==> config.mk <==
export PLATFORM = sky130hd
export DESIGN_NAME = rc5_manchester_rx
export DESIGN_NICKNAME = d
export VERILOG_FILES = /design/src/rtl/rc5_pkg.sv /design/src/rtl/sync_2ff.sv /design/src/rtl/rc5_manchester_rx.sv
export SDC_FILE = /design/constraint.sdc
export NUM_CORES = 1
export LEC_CHECK = 0
export CORE_MARGIN = 10
export CORE_UTILIZATION = 56
export CTS_CLUSTER_DIAMETER = 80
export DETAILED_ROUTE_END_ITERATION = 10
export DONT_BUFFER_PORTS = 1
export PLACE_DENSITY = 0.74
export SLEW_MARGIN = 5
export SYNTH_ARGS = -nofsm -noshare
export SYNTH_HDL_FRONTEND = slang
export SYNTH_HIERARCHICAL = 1
export SYNTH_SLANG_ARGS = --single-unit
==> constraint.sdc <==
create_clock -name clock -period 2.1 [get_ports clock]
set_input_delay 0.21 -clock clock [delete_from_list [all_inputs] [get_ports clock]]
set_output_delay 0.21 -clock clock [all_outputs]
set_load 0.02 [all_outputs]
==> src/rtl/rc5_pkg.sv <==
// rtl/rc5_pkg.sv - shared frame width, FSM states and named command codes for the RC5 receiver
package rc5_pkg;

    localparam int FRAME_BITS = 11;

    typedef enum logic [1:0] {
        ST_IDLE,
        ST_START,
        ST_DATA,
        ST_GAP
    } rc5_state_e;

    localparam logic [FRAME_BITS-1:0] RC5_CMD_A    = 11'b11000000111;
    localparam logic [FRAME_BITS-1:0] RC5_CMD_B    = 11'b11000000100;
    localparam logic [FRAME_BITS-1:0] RC5_CMD_C    = 11'b11000000000;
    localparam logic [FRAME_BITS-1:0] RC5_CMD_ZERO = 11'b00000000000;

endpackage

==> src/rtl/sync_2ff.sv <==
// rtl/sync_2ff.sv - two-flop synchroniser for the asynchronous serial line
module sync_2ff (
    input  logic clock,
    input  logic rst_n,
    input  logic d_i,
    output logic q_o
);

    logic meta_q;
    logic sync_q;

    // Two back-to-back flops give metastability a full cycle to settle.
    always_ff @(posedge clock or negedge rst_n) begin
        if (!rst_n) begin
            meta_q <= 1'b0;
            sync_q <= 1'b0;
        end else begin
            meta_q <= d_i;
            sync_q <= meta_q;
        end
    end

    assign q_o = sync_q;

endmodule

==> src/rtl/rc5_manchester_rx.sv <==
// rtl/rc5_manchester_rx.sv - Manchester frame receiver: start-bit lock, half-bit sampling, validity check
module rc5_manchester_rx #(
    parameter int HALF_BIT_CYCLES = 4,
    parameter int FRAME_BITS      = rc5_pkg::FRAME_BITS
) (
    input  logic                  clock,
    input  logic                  rst_n,
    input  logic                  s_in,
    output logic [FRAME_BITS-1:0] code,
    output logic                  valid,
    output logic                  err,
    output logic                  busy
);

    import rc5_pkg::*;

    localparam int T     = 2 * HALF_BIT_CYCLES;
    localparam int CNT_W = $clog2((FRAME_BITS + 1) * T + 1);
    localparam int GAP_W = $clog2(T + 1);
    localparam int IDX_W = $clog2(FRAME_BITS + 1);

    localparam logic [CNT_W-1:0] CNT_ONE   = CNT_W'(1);
    localparam logic [CNT_W-1:0] START_CHK = CNT_W'(HALF_BIT_CYCLES / 2);
    localparam logic [CNT_W-1:0] FIRST_SMP = CNT_W'(T - HALF_BIT_CYCLES / 2);
    localparam logic [CNT_W-1:0] SMP_STEP  = CNT_W'(HALF_BIT_CYCLES);
    localparam logic [GAP_W-1:0] GAP_ONE   = GAP_W'(1);
    localparam logic [GAP_W-1:0] GAP_LEN   = GAP_W'(T);
    localparam logic [IDX_W-1:0] IDX_ONE   = IDX_W'(1);
    localparam logic [IDX_W-1:0] LAST_BIT  = IDX_W'(FRAME_BITS);

    logic                  s_sync;
    logic                  s_prev_q;
    logic                  rise;
    rc5_state_e            state_q;
    logic [CNT_W-1:0]      cnt_q;
    logic [CNT_W-1:0]      samp_q;
    logic                  half_q;
    logic                  a_q;
    logic [IDX_W-1:0]      idx_q;
    logic [GAP_W-1:0]      gap_q;
    logic [FRAME_BITS-2:0] shift_q;
    logic [FRAME_BITS-1:0] shift_d;
    logic [FRAME_BITS-1:0] code_q;
    logic                  valid_q;
    logic                  err_q;

    sync_2ff u_sync (
        .clock (clock),
        .rst_n (rst_n),
        .d_i   (s_in),
        .q_o   (s_sync)
    );

    // Previous synchronised level, for rising-edge detection.
    always_ff @(posedge clock or negedge rst_n) begin
        if (!rst_n) begin
            s_prev_q <= 1'b0;
        end else begin
            s_prev_q <= s_sync;
        end
    end

    assign rise = s_sync & ~s_prev_q;

    // Shift register with the current second-half sample appended as the new LSB.
    always_comb begin
        shift_d = {shift_q, s_sync};
    end

    // Receive FSM. Sample points are H apart (a1, b1, a2, b2, ...) starting at
    // T-H/2, so a running target replaces a k*T multiply. GAP leaves only after
    // a full T-cycle low run plus one further low sample, so a start bit whose
    // low half directly abuts a too-short gap is still ignored.
    always_ff @(posedge clock or negedge rst_n) begin
        if (!rst_n) begin
            state_q <= ST_IDLE;
            cnt_q   <= '0;
            samp_q  <= '0;
            half_q  <= 1'b0;
            a_q     <= 1'b0;
            idx_q   <= '0;
            gap_q   <= '0;
            shift_q <= '0;
            code_q  <= '0;
            valid_q <= 1'b0;
            err_q   <= 1'b0;
        end else begin
            valid_q <= 1'b0;
            err_q   <= 1'b0;
            case (state_q)
                ST_IDLE: begin
                    cnt_q <= '0;
                    gap_q <= '0;
                    if (rise) begin
                        state_q <= ST_START;
                        cnt_q   <= CNT_ONE;
                    end
                end
                ST_START: begin
                    if (cnt_q == START_CHK) begin
                        if (s_sync) begin
                            state_q <= ST_DATA;
                            cnt_q   <= cnt_q + CNT_ONE;
                            samp_q  <= FIRST_SMP;
                            half_q  <= 1'b0;
                            idx_q   <= IDX_ONE;
                        end else begin
                            state_q <= ST_IDLE;
                            cnt_q   <= '0;
                        end
                    end else begin
                        cnt_q <= cnt_q + CNT_ONE;
                    end
                end
                ST_DATA: begin
                    cnt_q <= cnt_q + CNT_ONE;
                    if (cnt_q == samp_q) begin
                        samp_q <= samp_q + SMP_STEP;
                        if (!half_q) begin
                            a_q    <= s_sync;
                            half_q <= 1'b1;
                        end else begin
                            shift_q <= shift_d[FRAME_BITS-2:0];
                            half_q  <= 1'b0;
                            idx_q   <= idx_q + IDX_ONE;
                            if (a_q == s_sync) begin
                                err_q   <= 1'b1;
                                state_q <= ST_GAP;
                                cnt_q   <= '0;
                                gap_q   <= '0;
                            end else if (idx_q == LAST_BIT) begin
                                code_q  <= shift_d;
                                valid_q <= 1'b1;
                                state_q <= ST_GAP;
                                cnt_q   <= '0;
                                gap_q   <= '0;
                            end
                        end
                    end
                end
                ST_GAP: begin
                    cnt_q <= '0;
                    if (s_sync) begin
                        gap_q <= '0;
                    end else if (gap_q == GAP_LEN) begin
                        state_q <= ST_IDLE;
                    end else begin
                        gap_q <= gap_q + GAP_ONE;
                    end
                end
                default: begin
                    state_q <= ST_IDLE;
                    cnt_q   <= '0;
                end
            endcase
        end
    end

    assign code  = code_q;
    assign valid = valid_q;
    assign err   = err_q;
    assign busy  = (state_q != ST_IDLE);

endmodule

Yosys cells after proc, flatten, opt, wreduce, memory -nomap -nowiden

Index checks and enable logic that the tools add are counted.

Output and inout bits: 14
Input bits: 3
Register bits: 52
Word-level logic and storage cells: 98

Equal/unequal tests: 17
Reduce and logical (&&, ||, !) cells: 11
Multiplexer cells: 48
Add/sub/neg operators: 4
Bitwise operators: 4

Operator list:

| kind                                          | number |
|---|---|
| 2-to-1 mux 7 bit                              | 9 |
| 2-to-1 mux 4 bit                              | 10 |
| case mux 7 bit (4 select lines)               | 1 |
| 2-to-1 mux 2 bit                              | 9 |
| AND reduction 5 bit                           | 3 |
| 2-to-1 mux 1 bit                              | 14 |
| case mux 7 bit (2 select lines)               | 1 |
| != test 2 bit, second input constant          | 6 |
| case mux 4 bit (3 select lines)               | 1 |
| adder 4 x 1 -> 4 bit, second input constant   | 2 |
| == test 4 bit, second input constant          | 2 |
| case mux 2 bit (4 select lines)               | 1 |
| case mux 4 bit (2 select lines)               | 1 |
| adder 7 x 1 -> 7 bit, second input constant   | 1 |
| adder 7 x 3 -> 7 bit, second input constant   | 1 |
| == test 7 x 2 -> 1 bit, second input constant | 1 |
| == test 7 bit                                 | 1 |
| AND reduction 7 bit                           | 1 |
| AND reduction 3 bit                           | 2 |
| == test 2 bit, second input constant          | 2 |
| AND reduction 4 bit                           | 1 |
| nonzero test 2 bit                            | 2 |
| != test 3 x 2 -> 1 bit, second input constant | 1 |
| != test 3 bit, second input constant          | 1 |
| other kinds (8)                               | 10 |

Depth between registers and ports, before layout

Gate-level depths: netlist (run 1).

Depth in word-level cells: 6
Mapped depth: 7
Gate-level depth less buffers: 7

Cells and area by module

The synthesis (run 1) kept the hierarchy.

Modules (own cells, without submodules):

| module            | sequential area each (um^2) | times used | area each (um^2) | cells each |
|---|---|---|---|---|
| rc5_manchester_rx | 1226.2                      | 1          | 2301.0           | 192 |
| sync_2ff          | 50.0                        | 1          | 50.0             | 2 |

Least setup slack after synthesis (run 1)

Ideal clock, no wire load.

Path type: reg-to-reg
Start point: register cnt_q[6]
End point: register code_q[10] (netlist: code[10])
Period minus slack after synthesis: 2.173 ns
Stages on the path, launching flop included: 7
Data required time: 1.975 ns
Path slack: -0.073 ns
Path buffers: 1
Library setup time: 0.125 ns
Arrival: 2.048 ns
Cells stage by stage: dfrtp_1 -> xor2_1 -> nor4_4 -> nand4_4 -> or3b_4 -> buf_6 -> mux2_4

Longest elaborated chain between the ends: 2

RTL lines:

| what                          | RTL line                 | text |
|---|---|---|
| start: declaration            | rc5_manchester_rx.sv:35  | `logic [CNT_W-1:0] cnt_q;` |
| start signal: assignment      | rc5_manchester_rx.sv:103 | `cnt_q <= cnt_q + CNT_ONE;` |
| start signal: assignment      | rc5_manchester_rx.sv:112 | `cnt_q <= cnt_q + CNT_ONE;` |
| start signal: assignment      | rc5_manchester_rx.sv:116 | `cnt_q <= cnt_q + CNT_ONE;` |
| == test 7 bit                 | rc5_manchester_rx.sv:117 | `if (cnt_q == samp_q) begin` |
| AND reduction 5 bit (no line) | --                       |  |
| end signal: assignment        | rc5_manchester_rx.sv:132 | `code_q <= shift_d;` |
| end: declaration              | rc5_manchester_rx.sv:43  | `logic [FRAME_BITS-1:0] code_q;` |

No other way between the ends.
A chain may end at the register's enable or synchronous reset.

Final worst setup path (run 1)

Start point: register cnt_q[6]
End point: register code_q[3] (netlist: code[3])

Same word-level chain as after synthesis.

==> out/qor.csv, run 1 <==
metric,value,unit
most-common-layout-cells,"51 x dfrtp_1, 16 x nor2_1, 14 x mux2_2, 12 x xor2_1, 12 x buf_4",
syn_inst,194,
ys_async_sr_fraction,100,%
seq_area_frac_synth,54.3,%
setup_viol,0,
dieArea,0.00719,sq mm
crit_path_max_incr_delay,0.48,ns
ios,17,
critPathRequiredTime,2.29,ns
avgSynthCellArea,12.1,sq um
cts_root_buf,clkbuf_8,
reg2reg_depth,5,
drt_iter0_drc,105,
yosys_warnings,6,
core_area,0.00403,sq mm
powerDensity,1060,mW/mm^2
min_path_cells,0,
status,"complete, no violations",
synth_ff_type,dfrtp_1,
vias,1483,
routabilityCongestion,0.788,
drv_cap,0,
detailedPlace.worstSlack,0.0603,ns
cts_sinks,51,
totalWireLength,4400,microns
first_pass_iters,4,
syn-cell-area,0.00235,sq mm
area.growth.synth_to_final,12.1,%
yosysTopAreaCellShare,54.3,%
r2r-start,cnt_q[6],
post_drt_wl_per_cell,16.8,microns
multiInputGateArea,0.00103,sq mm
hp-start,u_sync/meta_q,
synth_nets,203,
worstPathArrival,2.20,ns
min_period_over_period,95.8,%
hpwl,3180,microns
fin_skew,0.0112,ns
start_kind,flop,
synth_seq_cells,51,
drv_slew,0,
slowest_stage,or3b_4,
grt.total_usage,12.6,%
antenna_found_initial,0,
synth_cell_types,40,
portBuffers,0,
grt_max_degree,52,
fillers,302,
grt_remaining_overflow,0,
die_y,84.8,microns
fp-row-count,23,
nNetsFinal,220,
clockBufferDepth,2,
antenna_cells,0,
crit_path_max_fanout,6,
cts_tree,yes,
cts_setup_buffers,0,
clkSlewWorstSetupHoldPaths,0.09,ns
cts_max_level,2,
peakVddDrop,729,uV
min_path_type,flop to flop,
p_leak,1.30,nW
insertion_delay,0.30,ns
final_common_cell,dfrtp_1,
start_util,58.4,%
die_x,84.8,microns
maxSlewHeadroom,72.5,%
crit_start,cnt_q[6],
drive_gt1_share,24.1,%
grt_pass1_vias,1577,
grt_pass1_wl,7530,microns
ant_nets,0,
worst_pin_slew,0.408,ns
finalHoldViolCount,0,
setup.worst_path.end_class,flop,
rsz0062_at_grt,yes,
critical_path_class,flop to flop,
synth_edf_count,0,
fmax,0.497,GHz
synth_area_leaders,"dfrtp_1 54%, mux2_2 6.7%, mux2_4 5.7%, xor2_1 4.5%, ha_1 3.2%",
numCtsBuffers,5,
yosys.area.top_type,dfrtp_1,
regArea,0.00128,sq mm
layout_setup_ws,0.0874,ns
utilization,65.4,%
via_per_inst,5.66,
critical_path.cell_chain,xor2_1 > nor4_4 > nand4_4 > or3b_4 > mux2_4,
drc_errors,0,
period_minus_slack,2.01,ns
==> layer usage <==
| metal | up-vias | track usage, % | part of all wire (%) |
|---|---|---|---|
| met3 | 7 | 3.67 | 4.5 |
| met2 | 27 | 21.2 | 51 |
| met5 | - | 0 | 0 |
| met4 | 0 | 4.34 | 1.1 |
| li1 | 713 | - | - |
| met1 | 736 | 14.9 | 43 |
==> worst paths after layout <==
check | slack [ns] | to
min in group asynchronous | 0.41 | err
max in group asynchronous | 1.47 | state_q[0]
min reg2reg | 0.38 | u_sync/q_o
max | 0.09 | code[3]
min | 0.38 | u_sync/q_o
max reg2reg | 0.09 | code[3]
==> critical path: cells and delay by family (launching register included) <==
kind / cells / cell delay [ns]
XOR/XNOR: 1 / 0.19
AND/OR/NAND/NOR: 3 / 0.97
multiplexers: 1 / 0.33
flip-flops: 1 / 0.42
==> through the flow <==
stage / total power [mW] / instances / cell area, sq um / setup TNS [ns] / hold slack [ns]
2_1_floorplan: 1.89 / 194 / 2350 / -0.654 / -0.0856
3_3_place_gp: 2.10 / 250 / 2470 / 0 / -0.0829
3_5_place_dp: 2.17 / 250 / 2470 / 0 / -0.0830
4_1_cts: 2.78 / 261 / 2620 / 0 / 0.374
5_1_grt: 2.98 / 262 / 2640 / -0.0788 / 0.402
6_report: 2.79 / 262 / 2640 / 0 / 0.377
==> power by group <==
part	total (mW)	switching [mW]	internal [mW]
logic	0.895	0.499	0.396
clock network	0.594	0.325	0.269
registers	1.30	0.171	1.13
==> synthesized netlist by cell type, drive strengths merged, types with 2 or more instances <==
master    n
a31oi     2
inv       7
ha        6
a21oi     4
dfrtp    51
or3       2
o21ai     7
mux2i     2
xor2     12
nand2    11
nor2     16
o21a      2
and3      2
nor2b     3
nand4     4
xnor2     3
mux2     23
nand3b    2
o2bb2ai   2
buf       4
o211ai    2
nor4      2
clkbuf    2
nand3     9
a21o      2
nand2b    3
==> registers in the layout, summed over array words and instances (netlist names) <==
name and cells:
code 11, shift_q 10, cnt_q 7, samp_q 6
gap_q 4, idx_q 4, state_q 2, a_q 1
err 1, half_q 1, s_prev_q 1, u_sync/meta_q 1
u_sync/q_o 1, valid 1
==> timing repair <==
action                                  in CTS  in global routing
hold endpoints to repair                    52                  0
endpoints found under the setup margin       0                 13
resized for setup                            0                  2
hold buffers                                 3                  0
==> cell families (layout without fill, tap and decap cells) <==
kind of cell / after synthesis / count (layout) / synth area share, %
simple gates: 59 / 60 / 14.4
buf+inv: 13 / 30 / 2.45
fa+ha+maj: 6 / 6 / 3.19
flops: 51 / 51 / 54.3
mux: 25 / 25 / 13.3
compound gates: 25 / 25 / 6.81
xor+xnor: 15 / 15 / 5.59
==> cell type report <==
type | count | share of cell area, %
Timing Repair Buffer | 15 | 5.22
Clock inverter | 2 | 0.617
Multi-Input combinational cell | 131 | 39.2
Sequential cell | 51 | 48.4
Clock buffer | 6 | 3.13
Inverter | 7 | 0.997
Tap cell | 50 | 2.37
Note: power is estimated with default switching activity, not from simulation.
==> run 2: changes to the inputs <==
- CAP_MARGIN: default -> 5
- PLACE_DENSITY: 0.74 -> 0.73
==> run 2 against run 1 <==
Net effect: core utilization down 0.22 points; global-route usage grew 0.21 points; non-clock buffer count shrank 2; routed wire length decreased by 1.9%; count of clock-buffer cells in the layout fell by 1; cell count is 1.1% lower; total power grew 2.7%; critical path depth did not move; combinational power shrank 3.0%; die area unchanged.
==> out/qor.csv, run 2 (same netlist as run 1, synthesis figures left out) <==
metric,value,unit
grt_max_degree,52,
r2r-start,cnt_q[6],
min_path_type,flop to flop,
rsz0062_at_grt,no,
vias,1526,
ios,17,
fillers,318,
critical_path.cell_chain,xor2_1 > nor4_4 > nand4_4 > or3b_4 > mux2_4,
crit_path_max_incr_delay,0.51,ns
die_x,84.8,microns
nNetsFinal,217,
cts_sinks,51,
final_common_cell,dfrtp_1,
cp_num_buf_inv,0,
drive_gt1_share,23.0,%
antenna_cells,0,
fin_skew,0.00306,ns
hp-start,u_sync/meta_q,
area.growth.synth_to_final,11.7,%
period_minus_slack,2.02,ns
cts_tree,yes,
crit_start,cnt_q[6],
routabilityCongestion,0.791,
drc_errors,0,
start_kind,flop,
insertion_delay,0.31,ns
portBuffers,0,
utilization,65.2,%
post_drt_wl_per_cell,16.7,microns
hpwl,3060,microns
core_area,0.00403,sq mm
cts_max_level,2,
drv_cap,0,
min_period_over_period,96.4,%
finalHoldViolCount,0,
critical_path_class,flop to flop,
worst_pin_slew,0.651,ns
status,"complete, no violations",
drv_slew,0,
maxSlewHeadroom,56.0,%
stdcell_area,0.00263,sq mm
dieArea,0.00719,sq mm
slowest_stage,or3b_4,
grt_pass1_vias,1589,
numCtsBuffers,5,
clkSlewWorstSetupHoldPaths,0.09,ns
grt.total_usage,12.8,%
cp_top_family,simple AND/OR/NAND/NOR gates,
largest_reg_flops,11,
r2r_setup_slack,0.08,ns
fmax,0.494,GHz
grt_pass1_wl,7530,microns
cts_root_buf,clkbuf_8,
powerDensity,1090,mW/mm^2
p_leak,1.30,nW
reg2reg_depth,5,
via_per_inst,5.89,
ant_nets,0,
crit_path_max_fanout,12,
die_y,84.8,microns
placed_area,0.00246,sq mm
setup.worst_path.end_class,flop,
antenna_found_initial,0,
grt_remaining_overflow,0,
endpoint,code[4],
totalWireLength,4320,microns
start_util,58.4,%
critPathRequiredTime,2.30,ns
first_pass_iters,4,
fp-row-count,23,
clockBufferDepth,2,
peakVddDrop,633,uV
setup_viol,0,
most-common-layout-cells,"51 x dfrtp_1, 16 x nor2_1, 14 x mux2_2, 12 x xor2_1, 11 x nand2_1",
timing.hold.ws,0.356,ns
r2r_end,code[4],
worstPathArrival,2.22,ns
cts_setup_buffers,0,
drt_iter0_drc,86,
cp.depth,5,
run 2: timing repair:
item,in CTS,in global routing
hold endpoints to repair,52,0
gates resized for setup,0,1
hold buffers,3,0
endpoints found under the setup margin,0,1
run 2: worst min path at each step:
stage                 end  slack (ns)  cells after the start
5_1_grt        u_sync/q_o        0.36                      0
6_report       u_sync/q_o        0.36                      0
2_1_floorplan         a_q       -0.09                      0
3_3_place_gp     code[10]       -0.08                      0
3_5_place_dp      code[8]       -0.08                      0
4_1_cts        u_sync/q_o        0.36                      0
run 2: metrics by stage:
step	setup WS, ns	setup TNS [ns]	total power, mW	cells
5_1_grt	0.00708	0	3.08	259
3_5_place_dp	0.0717	0	2.15	248
3_3_place_gp	0.114	0	2.10	248
6_report	0.0752	0	2.86	259
4_1_cts	0.0619	0	2.89	259
2_1_floorplan	-0.0726	-0.654	1.89	194
run 2: worst reg2reg max path, delay by kind of cell, from the launching register on:
kind / cells / cell delay, ns
xor gates and xnor gates: 1 / 0.19
DFF: 1 / 0.42
muxes: 1 / 0.34
and+or+nand+nor: 3 / 0.97
run 2: final cells by class:
class / count / area [sq um] / area share, %
well taps: 50 / 62.6 / 2.38
clock inverters: 3 / 47.5 / 1.81
flip-flops and latches: 51 / 1280 / 48.6
repair buffers: 13 / 123 / 4.67
inverters: 7 / 26.3 / 1.00
multi-input cells: 130 / 1020 / 38.9
clock buffers: 5 / 68.8 / 2.62
run 2: metal layers:
layer | routed length, microns | track usage (%) | share of wire (%) | vias up
met1 | 1750 | 13.6 | 40 | 769
li1 | - | - | - | 707
met2 | 2210 | 21.6 | 51 | 38
met3 | 256 | 5.12 | 5.9 | 12
met5 | 0 | 0 | 0 | -
met4 | 112 | 6.14 | 2.6 | 0
run 2: power by group:
part	switching, mW	internal, mW
logic	0.482	0.387
clock network	0.330	0.361
registers	0.175	1.13
total	0.987	1.88
